===== src/rtl/svc_dmem_arb2.sv =====
// Two-port round-robin arbiter with a bounded hold window in front of one single-port, 1-cycle-latency DMEM.
// Define SVC_DMEM_ARB2_STATS_EN to add grant/conflict/wait statistics counters.
module svc_dmem_arb2 #(
  parameter int AW       = 12,
  parameter int DW       = 32,
  parameter int MAX_HOLD = 4
) (
  input  logic            clk,
  input  logic            rst_n,
  input  logic            a_valid,
  output logic            a_ready,
  input  logic            a_wen,
  input  logic [AW-1:0]   a_addr,
  input  logic [DW-1:0]   a_wdata,
  input  logic [DW/8-1:0] a_wstrb,
  output logic            a_rvalid,
  output logic [DW-1:0]   a_rdata,
  input  logic            b_valid,
  output logic            b_ready,
  input  logic            b_wen,
  input  logic [AW-1:0]   b_addr,
  input  logic [DW-1:0]   b_wdata,
  input  logic [DW/8-1:0] b_wstrb,
  output logic            b_rvalid,
  output logic [DW-1:0]   b_rdata,
  output logic            mem_en,
  output logic            mem_wen,
  output logic [AW-1:0]   mem_addr,
  output logic [DW-1:0]   mem_wdata,
  output logic [DW/8-1:0] mem_wstrb,
  input  logic [DW-1:0]   mem_rdata
`ifdef SVC_DMEM_ARB2_STATS_EN
  ,
  input  logic            stat_clr,
  output logic [31:0]     stat_a_grants,
  output logic [31:0]     stat_b_grants,
  output logic [31:0]     stat_conflicts,
  output logic [15:0]     stat_max_wait
`endif
);

  localparam logic [7:0] HOLD_LIM = 8'(MAX_HOLD - 1);

  typedef enum logic [1:0] {
    OWN_IDLE = 2'd0,
    OWN_A    = 2'd1,
    OWN_B    = 2'd2
  } owner_t;

  owner_t     owner_q, owner_d;
  logic       last_b_q, last_b_d;
  logic [7:0] hold_q, hold_d;
  logic       rd_pending_q, rd_port_q;
  logic       grant_a, grant_b;

  // Grants are gated by rst_n so that every output reads 0 while reset is held.
  always_comb begin
    grant_a = 1'b0;
    grant_b = 1'b0;
    if (rst_n) begin
      if (a_valid && !b_valid) begin
        grant_a = 1'b1;
      end else if (b_valid && !a_valid) begin
        grant_b = 1'b1;
      end else if (a_valid && b_valid) begin
        if (owner_q == OWN_A && hold_q < HOLD_LIM) begin
          grant_a = 1'b1;
        end else if (owner_q == OWN_B && hold_q < HOLD_LIM) begin
          grant_b = 1'b1;
        end else if (last_b_q) begin
          grant_a = 1'b1;
        end else begin
          grant_b = 1'b1;
        end
      end
    end
  end

  assign a_ready = grant_a;
  assign b_ready = grant_b;

  always_comb begin
    owner_d  = owner_q;
    last_b_d = last_b_q;
    hold_d   = hold_q;
    if (grant_a || grant_b) begin
      owner_d  = grant_a ? OWN_A : OWN_B;
      last_b_d = grant_b;
      if (owner_q == owner_d) begin
        hold_d = (hold_q == 8'hFF) ? hold_q : hold_q + 8'd1;
      end else begin
        hold_d = 8'd0;
      end
    end else begin
      owner_d = OWN_IDLE;
      hold_d  = 8'd0;
    end
  end

  // last resets to B so that port A wins the first contention.
  always_ff @(posedge clk or negedge rst_n) begin
    if (!rst_n) begin
      owner_q  <= OWN_IDLE;
      last_b_q <= 1'b1;
      hold_q   <= 8'd0;
    end else begin
      owner_q  <= owner_d;
      last_b_q <= last_b_d;
      hold_q   <= hold_d;
    end
  end

  always_comb begin
    mem_en    = grant_a || grant_b;
    mem_wen   = 1'b0;
    mem_addr  = '0;
    mem_wdata = '0;
    mem_wstrb = '0;
    if (grant_a) begin
      mem_wen   = a_wen;
      mem_addr  = a_addr;
      mem_wdata = a_wdata;
      mem_wstrb = a_wstrb;
    end else if (grant_b) begin
      mem_wen   = b_wen;
      mem_addr  = b_addr;
      mem_wdata = b_wdata;
      mem_wstrb = b_wstrb;
    end
  end

  // Tag of the read issued last cycle; reset drops any response still in flight.
  always_ff @(posedge clk or negedge rst_n) begin
    if (!rst_n) begin
      rd_pending_q <= 1'b0;
      rd_port_q    <= 1'b0;
    end else begin
      rd_pending_q <= mem_en && !mem_wen;
      rd_port_q    <= grant_b;
    end
  end

  assign a_rvalid = rd_pending_q && !rd_port_q;
  assign b_rvalid = rd_pending_q && rd_port_q;
  assign a_rdata  = a_rvalid ? mem_rdata : '0;
  assign b_rdata  = b_rvalid ? mem_rdata : '0;

`ifdef SVC_DMEM_ARB2_STATS_EN
  logic [15:0] wait_a_q, wait_b_q;
  logic [15:0] wait_a_d, wait_b_d, max_wait_d;

  // Per-port runs of valid-but-not-granted cycles feed the longest-wait statistic.
  always_comb begin
    wait_a_d = 16'd0;
    wait_b_d = 16'd0;
    if (a_valid && !grant_a) begin
      wait_a_d = (wait_a_q == 16'hFFFF) ? wait_a_q : wait_a_q + 16'd1;
    end
    if (b_valid && !grant_b) begin
      wait_b_d = (wait_b_q == 16'hFFFF) ? wait_b_q : wait_b_q + 16'd1;
    end
    max_wait_d = stat_max_wait;
    if (wait_a_d > max_wait_d) begin
      max_wait_d = wait_a_d;
    end
    if (wait_b_d > max_wait_d) begin
      max_wait_d = wait_b_d;
    end
  end

  always_ff @(posedge clk or negedge rst_n) begin
    if (!rst_n) begin
      stat_a_grants  <= 32'd0;
      stat_b_grants  <= 32'd0;
      stat_conflicts <= 32'd0;
      stat_max_wait  <= 16'd0;
      wait_a_q       <= 16'd0;
      wait_b_q       <= 16'd0;
    end else if (stat_clr) begin
      stat_a_grants  <= 32'd0;
      stat_b_grants  <= 32'd0;
      stat_conflicts <= 32'd0;
      stat_max_wait  <= 16'd0;
      wait_a_q       <= 16'd0;
      wait_b_q       <= 16'd0;
    end else begin
      if (grant_a && stat_a_grants != 32'hFFFF_FFFF) begin
        stat_a_grants <= stat_a_grants + 32'd1;
      end
      if (grant_b && stat_b_grants != 32'hFFFF_FFFF) begin
        stat_b_grants <= stat_b_grants + 32'd1;
      end
      if (a_valid && b_valid && stat_conflicts != 32'hFFFF_FFFF) begin
        stat_conflicts <= stat_conflicts + 32'd1;
      end
      stat_max_wait <= max_wait_d;
      wait_a_q      <= wait_a_d;
      wait_b_q      <= wait_b_d;
    end
  end
`endif

endmodule

===== config.mk =====
export PLATFORM = sky130hd
export DESIGN_NAME = svc_dmem_arb2
export DESIGN_NICKNAME = d
export VERILOG_FILES = /design/src/rtl/svc_dmem_arb2.sv
export SDC_FILE = /design/constraint.sdc
export NUM_CORES = 1
export LEC_CHECK = 0
export ABC_CLOCK_PERIOD_IN_PS = 3400
export CELL_PAD_IN_SITES_DETAIL_PLACEMENT = 0
export CELL_PAD_IN_SITES_GLOBAL_PLACEMENT = 2
export CORE_MARGIN = 2
export CORE_UTILIZATION = 10
export DETAILED_ROUTE_END_ITERATION = 6
export GPL_TIMING_DRIVEN = 0
export PLACE_DENSITY = 0.95
export SYNTH_ARGS = -nofsm -noshare
export SYNTH_HDL_FRONTEND = slang
export SYNTH_SLANG_ARGS = --single-unit

===== constraint.sdc =====
create_clock -name clk -period 3.4 [get_ports clk]
set_input_delay 0.68 -clock clk [delete_from_list [all_inputs] [get_ports clk]]
set_output_delay 0.68 -clock clk [all_outputs]
set_load 0.005 [all_outputs]

# Yosys cells after proc, flatten, opt, wreduce, memory -nomap -nowiden
# Cells that the tools add are included.
# Widths: inputs -> output; s select.
# word_totals
reg_bits	13
latchBits	0
mem_bits_rw	0
rom_bits	0
input_bits	134
wordCells	54
n_memories	0
# classes
add_sub_neg	1
multipliers	0
div	0
n_lt_le_gt_ge	1
eq_ne	5
shift	0
muxes	29
bitwise_logic	0
n_reduce_logical	13
# ops
operator	count
$mux 32	4
$mux 12	2
$mux 8	3
$mux 1	16
$add 8x1->8 const B	1
$eq 8x8->1 const B	1
$logic_and 1x1->1	8
$lt 8x2->1 const B	1
$mux 4	2
$logic_not 1->1	4
$mux 2	2
$ne 3x3->1 const B	1
$eq 2x1->1 const B	1
$eq 2x2->1	1
$eq 2x2->1 const B	1
$logic_or 1x1->1	1

# Depth between registers and ports, before layout
# Gate-level depths: netlist (run 1).
# depth
word_depth	12
depth_mapped	6

# Worst setup path after synthesis (run 1)
# No wires, ideal clock.
# synth_path
path_type	register to output
startpoint	register hold_q[0]
endpoint	output port mem_addr[10]
t_arrival_ps	2410
t_required_ps	2720
setup_slack_ps	310
path_stages_with_launch	7
cell_sequence	dfrtp_1 ha_1 or4_4 or4_4 a311oi_4 buf_6 a22o_1
# synth_between
elab_chain_len	10
elab_cells_between_ends	17
classes_between	order compare (1); mux (14); reduce/logical (2)
# synth_rtl
item	line_no	rtl
start, declared	52	logic [7:0] hold_q, hold_d;
start signal, assigned	109	hold_q <= hold_d;
$lt 8x2->1 (*)	66, 68	
$logic_and 1x1->1	68	end else if (owner_q == OWN_B && hold_q < HOLD_LIM) begin
$mux 1	68	
$mux 1 (*)	66	if (owner_q == OWN_A && hold_q < HOLD_LIM) begin
$mux 1 (*)	65	end else if (a_valid && b_valid) begin
$mux 1 (*)	63	end else if (b_valid && !a_valid) begin
$mux 1 (*)	61	if (a_valid && !b_valid) begin
$mux 1 (*)	60	if (rst_n) begin
via b_ready	19	output logic b_ready,
$mux 12 (*)	124	end else if (grant_b) begin
$mux 12 (*)	119	if (grant_a) begin
end, declared	28	output logic [AW-1:0] mem_addr,
# Mark *: on every way through the listed nets, which the timed path passes. The rest lies on a longest branch.

# Worst setup path after layout (run 1)
# layout_path
startpoint	register hold_q[1]
endpoint	output port mem_addr[4]
# layout_between
elab_chain_len	10
elab_cells_between_ends	17
classes_between	order compare (1); mux (14); reduce/logical (2)
# layout_rtl
item	line_no
$lt 8x2->1 (*)	66, 68
$logic_and 1x1->1	68
$mux 1	68
$mux 1	66
$mux 1	65
$mux 1	63
$mux 1	61
$mux 1	60
$mux 12	124
$mux 12 (*)	119
# Mark *: on every way between the ends. The rest lies on a longest branch, timed or not.

==> flow_summary_export.csv, run 1 <==
group,metric,value,unit
timing,setup_viol,38,
setup_path,end_kind,"primary output",
final_layout,fin_area,4720,sq um
synth,ys_warn_count,0,
synth,avgSynthCellArea,8.163,sq um
setup_path,r2r_slack,0.78,ns
worst_hold_path,worstHoldPathCells,1,
synth,netlist.area_leader.share,0.2630,
timing,finalWorstPathRequiredPeriod,3.536,ns
global_routing,overflow,0,
floorplanning,dieWidth,133.1,um
timing,hold_viol,0,
setup_path,critical_path_required,2.72,ns
timing,fin_worst_skew,0.002473,ns
timing,slew_viol_final,0,
global_routing,grt.total_usage,0.1068,
setup_path,rr_startpoint,"hold_q[1]",
power,irDropWorstVdd,0.1325,mV
final_layout,area_growth,183.4,%
detailed_routing,wl_per_cell,14.23,um
global_routing,antenna_found_initial,0,
detailed_routing,routed_wl,10.13,mm
worst_hold_path,worstHoldPathType,"flip-flop to flip-flop",
global_routing,grt_pass1_wl,15.35,mm
clock_network,cts-buffers-inserted,3,
synth,yosys.area.top_type,"a22o_1",
final_layout,stdcell_count,712,
synth,yosysSeqAreaShare,0.1961,
run,maxCapViolCount,0,
place,dp_hpwl,8.041,mm
clock_network,cts_tree,"built",
global_routing,first_global_vias,3027,
power,powerDensity,191.8,nW/um^2
setup_path,r2r_cells,10,
timing,layout_setup_ws,-0.1359,ns
timing,rsz0062_at_grt,"yes",
clock_network,cts-root-buf,"clkbuf_16",
final_layout,layout.nets,628,
timing,relSlewSlack,0.3423,
floorplanning,pin_count,252,
synth,synthTopCellsByArea,"a22o_1 (26%), dfrtp_1 (18%), and2_1 (12%)",
detailed_routing,drcViolationCount,0,
detailed_routing,drt-pass1-iter-count,4,
floorplanning,rows,47,
setup_path,reg2reg_to,"last_b_q",
worst_hold_path,whs_endpoint,"last_b_q",
run_status,status,"complete, but fails checks",
place,place_area,4453,sq um
clock_network,clk_pin_slew,0.05,ns
clock_network,htreeDepth,1,
floorplanning,core,16410,sq um
floorplanning,die-height,133.1,um
detailed_routing,via_per_inst,4.060,
global_routing,grt_max_degree,18,
setup_path,critPathLaunchType,"flip-flop",
timing,max_freq,282.8,MHz
detailed_routing,num_vias,2891,
synth,ys_types,35,
timing,post-route-period-util,1.040,
setup_path,cp.arrival,2.86,ns
clock_network,cts.sinks,13,
synth,syn-num-nets,339,
final_layout,antenna_cells,0,
final_layout,mostFrequentLayoutCell,"clkdlybuf4s50_1",
synth,synthCells,204,
run_status,violations,"negative setup slack",
power,leakage,2.110,nW
clock_network,max-clock-path-buffers,2,
clock_network,clk_latency,0.24,ns
synth,synth_seq_cells,13,
final_layout,fill_cells,1717,
setup_path,crit_fanout,7,
detailed_routing,drt-initial-drc-count,57,
floorplanning,dieArea,17700,sq um
synth,netlist_area,1665,sq um
detailed_routing,drtAntennaViolNets,0,
timing,worst_pin_slew,0.9782,ns
floorplanning,initial_utilization,0.1015,
place,io_buffers,251,
place,dp.cells,675,
final_layout,layout_common_cells,"clkdlybuf4s50_1 (199), buf_2 (52), a22o_1 (50), and2_1 (33), and3_1 (33)",
setup_path,setup.worst_path.class,"flip-flop to primary output",
place,gp_congestion,0.8298,
final_layout,drive_gt1_frac,0.2154,
worst_hold_path,hold_start,"last_b_q",
-- repair_timing --
item                                    CTS  global route
gates resized for setup                 237            10
pin swaps                                28            29
hold buffers                              0             0
endpoints found under the setup margin   51            51
buffers inserted                         27             4
gates cloned                              4             0
-- cells in the mapped netlist --
cell	count
a22o_1	50
and2_1	33
and3_1	33
dfrtp_1	12
clkbuf_1	10
nor2_1	7
buf_2	5
buf_6	5
nand2_1	5
nor3_1	5
a21oi_1	3
inv_1	3
nand3_1	3
a211oi_1	2
a31oi_1	2
and4_1	2
mux2i_1	2
nand3b_1	2
nand4_1	2
nor2b_1	2
or4_4	2
a211oi_2	1
a21o_1	1
a311oi_1	1
a311oi_4	1
and4b_1	1
dfstp_2	1
ha_1	1
nor3b_1	1
o21a_1	1
o21ai_0	1
o31ai_1	1
or3_1	1
or4b_1	1
xor2_1	1
-- registers in the layout, indices dropped and copies added (netlist names) --
| signal | flops |
|---|---|
| rd_port_q | 1 |
| last_b_q | 1 |
| owner_q | 2 |
| rd_pending_q | 1 |
| hold_q | 8 |
-- critical path, stage by stage (launching register included) --
cell	delay, ns
dfrtp_1	0.41
ha_4	0.17
or4_4	0.44
or4_4	0.53
a311oi_4	0.35
buf_12	0.18
buf_12	0.11
buf_16	0.10
buf_6	0.09
a22o_1	0.11
buf_2	0.11
-- cell type report --
| class | instances | area, sq um | area share |
|---|---|---|---|
| multi-input cells | 168 | 1237 | 0.2622 |
| plain buffers | 18 | 150.1 | 0.03181 |
| inverters | 3 | 11.26 | 0.002386 |
| well taps | 220 | 275.3 | 0.05832 |
| flip-flops and latches | 13 | 326.6 | 0.06919 |
| clock buffers | 4 | 78.83 | 0.01670 |
| repair buffers | 286 | 2640 | 0.5594 |
-- how the worst max path moves through the flow --
stage	slack [ns]	to	start
floorplan	0.31	mem_addr[10]	hold_q[0]
global placement	-0.73	mem_wen	rst_n
detailed placement	-0.73	mem_wen	rst_n
CTS	-0.24	mem_addr[4]	hold_q[1]
global route	-0.26	mem_addr[4]	hold_q[1]
finish	-0.14	mem_addr[4]	hold_q[1]
-- routing by layer --
metal  up-vias  track usage  wire length [um]
met3        19      0.02567               855
li1       1366            -                 -
met4         0      0.03286               170
met1      1330       0.1111              3642
met5         -            0                 0
met2       176       0.2090              5464
-- metrics by stage --
step / setup slack, ns / hold WS (ns) / util / total power (W) / TNS, ns
after floorplan: 0.3102 / 0.3844 / - / 0.0003118 / 0
after global routing: -0.2575 / 0.5655 / 0.2877 / 0.0009574 / -6.683
after CTS: -0.2440 / 0.5517 / 0.2846 / 0.0009045 / -5.923
after global placement: -0.7255 / 0.5393 / 0.2714 / 0.0006515 / -33.60
final: -0.1359 / 0.5499 / 0.2877 / 0.0009054 / -2.447
after detailed placement: -0.7323 / 0.5437 / 0.2714 / 0.0006586 / -34.10
-- power by group --
group          total (W)  internal, W  switching (W)
sequential      0.000173     0.000163     0.00000989
clock           0.000225     0.000158      0.0000664
combinational   0.000507     0.000335       0.000172
-- kinds of logic after synthesis --
| group | count (synthesis) | synth area share |
|---|---|---|
| adders and majority gates | 1 | 0.007512 |
| and+or+nand+nor | 100 | 0.3674 |
| xor gates and xnor gates | 1 | 0.005260 |
| DFF | 13 | 0.1961 |
| buffers and inverters | 23 | 0.07813 |
| muxes | 2 | 0.01202 |
| AOI/OAI and AO/OA | 64 | 0.3336 |
(Power assumes the default switching activity.)
==> inputs of run 2 (changes only) <==
--- a/config.mk
+++ b/config.mk
@@ -5,7 +5,8 @@
 export SDC_FILE = /design/constraint.sdc
 export NUM_CORES = 1
 export LEC_CHECK = 0
-export ABC_CLOCK_PERIOD_IN_PS = 3400
+export ABC_AREA = 1
+export ABC_CLOCK_PERIOD_IN_PS = 3300
 export CELL_PAD_IN_SITES_DETAIL_PLACEMENT = 0
 export CELL_PAD_IN_SITES_GLOBAL_PLACEMENT = 2
 export CORE_MARGIN = 2
==> constraint.sdc (replaced) <==
create_clock -name clk -period 3.3 [get_ports clk]
set_input_delay 0.66 -clock clk [delete_from_list [all_inputs] [get_ports clk]]
set_output_delay 0.66 -clock clk [all_outputs]
set_load 0.005 [all_outputs]
==> run 2 against run 1 <==
Effect of this change: the run now ends clean; power up 1.3%; sequential cell count unchanged; critical path depth unchanged; setup slack better by 0.26 ns; register-to-register slack better by 0.84 ns; sequential power about the same; hold slack worse by 0.24 ns; largest cell class unchanged; largest power group unchanged.
==> flow_summary_export.csv, run 2 <==
group,metric,value,unit
floorplanning,core,17240,sq um
synth,synth-xor-area-share,0.009936,
setup_path,critPathLaunchType,"input pin",
synth,synth-adder-area-share,0.007097,
synth,yosys.area.top_type,"nand2_1",
final_layout,mostFrequentLayoutCell,"clkdlybuf4s50_1",
setup_path,rr_startpoint,"hold_q[0]",
final_layout,drive_gt1_frac,0.05911,
power,total_power,0.0009176,W
timing,setup_tns,0,ns
clock_network,cts.sinks,13,
place,io_buffers,251,
timing,rsz0062_at_grt,"no",
clock_network,ctsHoldBuffers,0,
detailed_routing,num_vias,2886,
final_layout,fill_cells,1919,
detailed_routing,drtAntennaViolNets,0,
synth,yosysSeqAreaShare,0.1852,
clock_network,post_cts_buffers,0,
place,gp_congestion,0.7546,
synth,synth_ff_type,"dfrtp_1",
synth,ys_types,24,
floorplanning,rows,48,
synth,avgSynthCellArea,4.980,sq um
global_routing,overflow,0,
final_layout,regMostFlops,"hold_q",
power,leakage,2.166,nW
detailed_routing,routed_wl,9.063,mm
place,place_area,4557,sq um
clock_network,cts_tree,"built",
final_layout,area_growth,163.0,%
clock_network,clk_latency,0.24,ns
synth,synth_common_cells,"nand2_1 (155), nor2_1 (80), inv_1 (49)",
power,powerDensity,197.9,nW/um^2
synth,synth_top_family_by_area,"simple AND/OR/NAND/NOR gates",
timing,hold_viol,0,
timing,fin_worst_skew,0.004407,ns
detailed_routing,drcViolationCount,0,
floorplanning,dieArea,18710,sq um
setup_path,critical_path_required,2.64,ns
synth,synth_seq_cells,13,
setup_path,setup.worst_path.class,"input pin to primary output",
synth,synth_compound_area_frac,0.01845,
final_layout,layout_common_cells,"clkdlybuf4s50_1 (250), nand2_1 (155), nor2_1 (80), inv_1 (49), dfrtp_1 (12)",
timing,whs,0.3123,ns
detailed_routing,via_per_inst,3.460,
final_layout,antenna_cells,0,
floorplanning,pin_count,252,
timing,max_freq,314.7,MHz
detailed_routing,drt-pass1-iter-count,4,
run,maxCapViolCount,0,
power,irDropWorstVdd,0.1412,mV
clock_network,max-clock-path-buffers,2,
synth,netlist.area_leader.share,0.3300,
detailed_routing,drt-initial-drc-count,94,
clock_network,clk_pin_slew,0.05,ns
synth,async_reset_ff_frac,1.000,
setup_path,startpoint,"a_valid",
timing,post-route-period-util,0.9631,
synth,synth-simple-area-share,0.5933,
setup_path,crit_fanout,10,
final_layout,largestRegisters,"hold_q: 8 flops, owner_q: 2 flops",
setup_path,r2r_slack,1.62,ns
final_layout,layout.nets,745,
global_routing,grt_max_degree,16,
synth,synthCells,354,
timing,relSlewSlack,0.6648,
setup_path,end_kind,"primary output",
setup_path,cp.arrival,2.52,ns
clock_network,cts-buffers-inserted,3,
floorplanning,dieWidth,136.8,um
timing,finalWorstPathRequiredPeriod,3.178,ns
floorplanning,initial_utilization,0.1023,
global_routing,antenna_found_initial,0,
global_routing,first_global_vias,2550,
place,dp_slack,-0.4458,ns
synth,ys_warn_count,0,
final_layout,largest_register_ffs,8,
global_routing,grt_pass1_wl,12.76,mm
timing,worst_pin_slew,0.5028,ns
clock_network,htreeDepth,1,
clock_network,cts-root-buf,"clkbuf_16",
synth,syn-num-nets,489,
timing,slew_viol_final,0,
final_layout,fin_area,4636,sq um
synth,yosys.cell_count.top_type,"nand2_1",
synth,muxShareOfSynthArea,0,
place,dp_hpwl,7.807,mm
detailed_routing,wl_per_cell,10.87,um
synth,synthTopCellsByArea,"nand2_1 (33%), dfrtp_1 (17%), nor2_1 (17%)",
synth,synth_enable_flop_cells,0,
global_routing,grt.total_usage,0.08453,
worst_hold_path,worstHoldPathType,"input pin to async pin",
run_status,status,"complete, no violations",
timing,setup_viol,0,
timing,layout_setup_ws,0.1219,ns
synth,netlist_area,1763,sq um
floorplanning,die-height,136.8,um
-- run 2: cell types whose count changed after synthesis, sizes merged, moves of 8 or more --
cell	change
inv	+51
nand3	+8
a22o	-50
and3	-33
nor2	+75
nand2	+162
and2	-33
-- run 2: layer usage --
layer  vias to the layer above  track usage  routed length [um]
li1                       1530            -                   -
met1                      1196       0.1048                3653
met2                       156       0.1497                4351
met3                         4      0.02333                1019
met4                         0      0.01031                  39
met5                         -            0                   0
-- run 2: final cells by class --
class                   count  area, sq um  share of cell area
inverters                  54        205.2             0.04426
flip-flops and latches     13        326.6             0.07045
multi-input cells         271         1109              0.2391
clock buffers               3        75.07             0.01619
well taps                 225        281.5             0.06073
repair buffers            251         2507              0.5409
clock inverters             1        5.005            0.001080
plain buffers              16        126.4             0.02726
-- run 2: path summary, 6_finish.rpt --
check                                 to  depth (start not counted)
max in group asynchronous       last_b_q                          1
min in group clk                last_b_q                          2
max reg2reg                    hold_q[0]                          9
max                        mem_wdata[29]                         10
min                            hold_q[6]                          1
min reg2reg                     last_b_q                          2
-- run 2: timing repair --
item                       4_1_cts  5_1_grt
setup endpoints to repair       50        8
pin swaps                        0        0
resized for setup                3        3
-- run 2: kinds of logic (layout without fill, tap and decap cells) --
kind of cell             Yosys count  in the layout
XOR/XNOR                           2              2
AND/OR/NAND/NOR                  262            262
flip-flops                        13             13
AO/OA/AOI/OAI                      6              6
adder cells (fa/ha/maj)            1              1
buffers and inverters             70            325
-- run 2: power by group --
group	leakage, nW	switching, W	total (W)	internal [W]
Combinational	1.95	0.000186	0.000513	0.000328
Sequential	0.173	0.00000427	0.000172	0.000168
Clock	0.0409	0.0000705	0.000232	0.000161
Total	2.17	0.000260	0.000918	0.000657
-- run 2: stage by stage --
| step | utilization | std cells |
|---|---|---|
| floorplan | - | 354 |
| global placement | 0.2644 | 830 |
| detailed placement | 0.2644 | 830 |
| CTS | 0.2691 | 834 |
| global route | 0.2689 | 834 |
| finish | 0.2689 | 834 |
-- run 2: worst max-delay path, stage by stage --
cell and delay, ns:
clkdlybuf4s50_1 0.49, nand2_1 0.06, inv_1 0.12, nand2_1 0.11, inv_2 0.11, buf_8 0.15, buf_6 0.14, nand2_1 0.07
nand2_1 0.07, clkdlybuf4s50_1 0.51
==> inputs of run 3 (changes only) <==
--- a/config.mk
+++ b/config.mk
@@ -13,6 +13,7 @@
 export CORE_UTILIZATION = 10
 export DETAILED_ROUTE_END_ITERATION = 6
 export GPL_TIMING_DRIVEN = 0
+export MAX_ROUTING_LAYER = met4
 export PLACE_DENSITY = 0.95
 export SYNTH_ARGS = -nofsm -noshare
 export SYNTH_HDL_FRONTEND = slang
==> run 3 against run 2 <==
Effect of this change: largest power group unchanged; critical path depth did not move; combinational power about the same; count of clock-buffer cells in the layout is the same; highest routed layer unchanged; register-to-register slack about the same; critical endpoint unchanged; clock power barely moved; cell area unchanged; final cell count unchanged; clock skew unchanged; sequential share of layout area unchanged; via count about the same; maximum frequency about the same.
==> flow_summary_export.csv, run 3 (synthesis gave the netlist of run 2 again) <==
group,metric,value,unit
final_layout,drive_gt1_frac,0.05911,
power,leakage,2.166,nW
timing,max_freq,314.7,MHz
setup_path,cp.arrival,2.52,ns
detailed_routing,wl_per_cell,10.88,um
setup_path,end_kind,"primary output",
detailed_routing,drcViolationCount,0,
clock_network,htreeDepth,1,
final_layout,area_growth,163.0,%
power,powerDensity,198.0,nW/um^2
setup_path,critical_path_required,2.64,ns
setup_path,crit_fanout,10,
final_layout,layout.nets,745,
global_routing,antenna_found_initial,0,
floorplanning,dieWidth,136.8,um
floorplanning,die-height,136.8,um
detailed_routing,routed_wl,9.071,mm
timing,hold_viol,0,
final_layout,regMostFlops,"hold_q",
detailed_routing,via_per_inst,3.458,
timing,relSlewSlack,0.6648,
clock_network,cts-root-buf,"clkbuf_16",
global_routing,grt.total_usage,0.08688,
clock_network,ctsHoldBuffers,0,
global_routing,overflow,0,
setup_path,critPathMaxStageDelay,0.51,ns
floorplanning,initial_utilization,0.1023,
floorplanning,dieArea,18710,sq um
place,dp.cells,830,
final_layout,fill_cells,1919,
setup_path,startpoint,"a_valid",
run,maxCapViolCount,0,
timing,post-route-period-util,0.9629,
clock_network,clk_latency,0.24,ns
final_layout,layout_common_cells,"clkdlybuf4s50_1 (250), nand2_1 (155), nor2_1 (80), inv_1 (49), dfrtp_1 (12)",
setup_path,cp_common_cell,"nand2_1",
final_layout,mostFrequentLayoutCell,"clkdlybuf4s50_1",
timing,setup_viol,0,
timing,rsz0062_at_grt,"no",
floorplanning,rows,48,
place,io_buffers,251,
timing,finalWorstPathRequiredPeriod,3.178,ns
clock_network,cts-buffers-inserted,3,
global_routing,grt_max_degree,16,
setup_path,rr_startpoint,"hold_q[0]",
timing,whs,0.3123,ns
detailed_routing,drt-pass1-iter-count,4,
final_layout,largest_register_ffs,8,
timing,fin_worst_skew,0.004407,ns
final_layout,stdcell_count,834,
global_routing,first_global_vias,2558,
floorplanning,core,17240,sq um
clock_network,cts_tree,"built",
final_layout,antenna_cells,0,
clock_network,max-clock-path-buffers,2,
global_routing,grt_pass1_wl,12.72,mm
place,dp_hpwl,7.807,mm
clock_network,clk_pin_slew,0.05,ns
setup_path,cp_cell_sequence,"clkdlybuf4s50_1 > nand2_1 > inv_1 > nand2_1 > inv_2 > buf_8 > buf_6 > nand2_1 > nand2_1 > clkdlybuf4s50_1",
worst_hold_path,worstHoldPathType,"input pin to async pin",
setup_path,critPathLaunchType,"input pin",
floorplanning,pin_count,252,
final_layout,largestRegisters,"hold_q: 8 flops, owner_q: 2 flops",
power,irDropWorstVdd,0.1412,mV
detailed_routing,num_vias,2884,
detailed_routing,drtAntennaViolNets,0,
setup_path,setup.worst_path.class,"input pin to primary output",
setup_path,cp_slowest_cell,"clkdlybuf4s50_1",
clock_network,cts.sinks,13,
place,gp_congestion,0.7644,
detailed_routing,drt-initial-drc-count,87,
timing,worst_pin_slew,0.5028,ns
clock_network,post_cts_buffers,0,
run_status,status,"complete, no violations",
timing,slew_viol_final,0,
==> run 3: cell counts in the layout (fill, tap and decap cells not counted) <==
No cell type changed its count.
==> run 3: worst max-delay path, delay by kind of cell <==
kind,cells,cell delay [ns]
simple gates,4,0.31
buf+inv,6,1.52
==> run 3: timing repair <==
action	CTS	global route
gates resized for setup	3	3
setup endpoints to repair	50	8
pin swaps	0	0
==> run 3: power breakdown <==
part	internal (W)	switching, W
Clock	0.000161	0.0000705
Combinational	0.000328	0.000186
Sequential	0.000168	0.00000427
==> run 3: stage by stage <==
step           instance area [sq um]    util  worst slack (ns)  total power [W]  setup TNS, ns
2_1_floorplan                   1763       -             1.152        0.0003243              0
3_3_place_gp                    4557  0.2644           -0.4354        0.0006956         -15.90
3_5_place_dp                    4557  0.2644           -0.4458        0.0006943         -17.65
4_1_cts                         4638  0.2691           0.08758        0.0009314              0
5_1_grt                         4636  0.2689           0.01152        0.0009829              0
6_report                        4636  0.2689            0.1223        0.0009181              0
==> run 3: area by class of cell <==
class                   instances  area [sq um]  share of cell area
flip-flops and latches         13         326.6             0.07045
well taps                     225         281.5             0.06073
multi-input cells             271          1109              0.2391
clock inverters                 1         5.005            0.001080
plain buffers                  16         126.4             0.02726
inverters                      54         205.2             0.04426
clock buffers                   3         75.07             0.01619
repair buffers                251          2507              0.5409
==> run 3: final timing paths <==
| check | endpoint | slack [ns] | cells past startpoint |
|---|---|---|---|
| max in group asynchronous | last_b_q | 2.68 | 1 |
| worst min-delay path | hold_q[6] | 0.31 | 1 |
| worst min register to register | last_b_q | 0.46 | 2 |
| min in group clk | last_b_q | 0.46 | 2 |
| worst max register to register | hold_q[0] | 1.62 | 9 |
| worst max-delay path | mem_wdata[29] | 0.12 | 10 |
==> run 3: metal layers <==
metal / vias up / track usage / share of wire
li1: 1530 / - / -
met1: 1194 / 0.1103 / 0.42
met2: 156 / 0.1497 / 0.48
met3: 4 / 0.01370 / 0.093
met4: 0 / 0.01031 / 0.0043
met5: - / - / 0
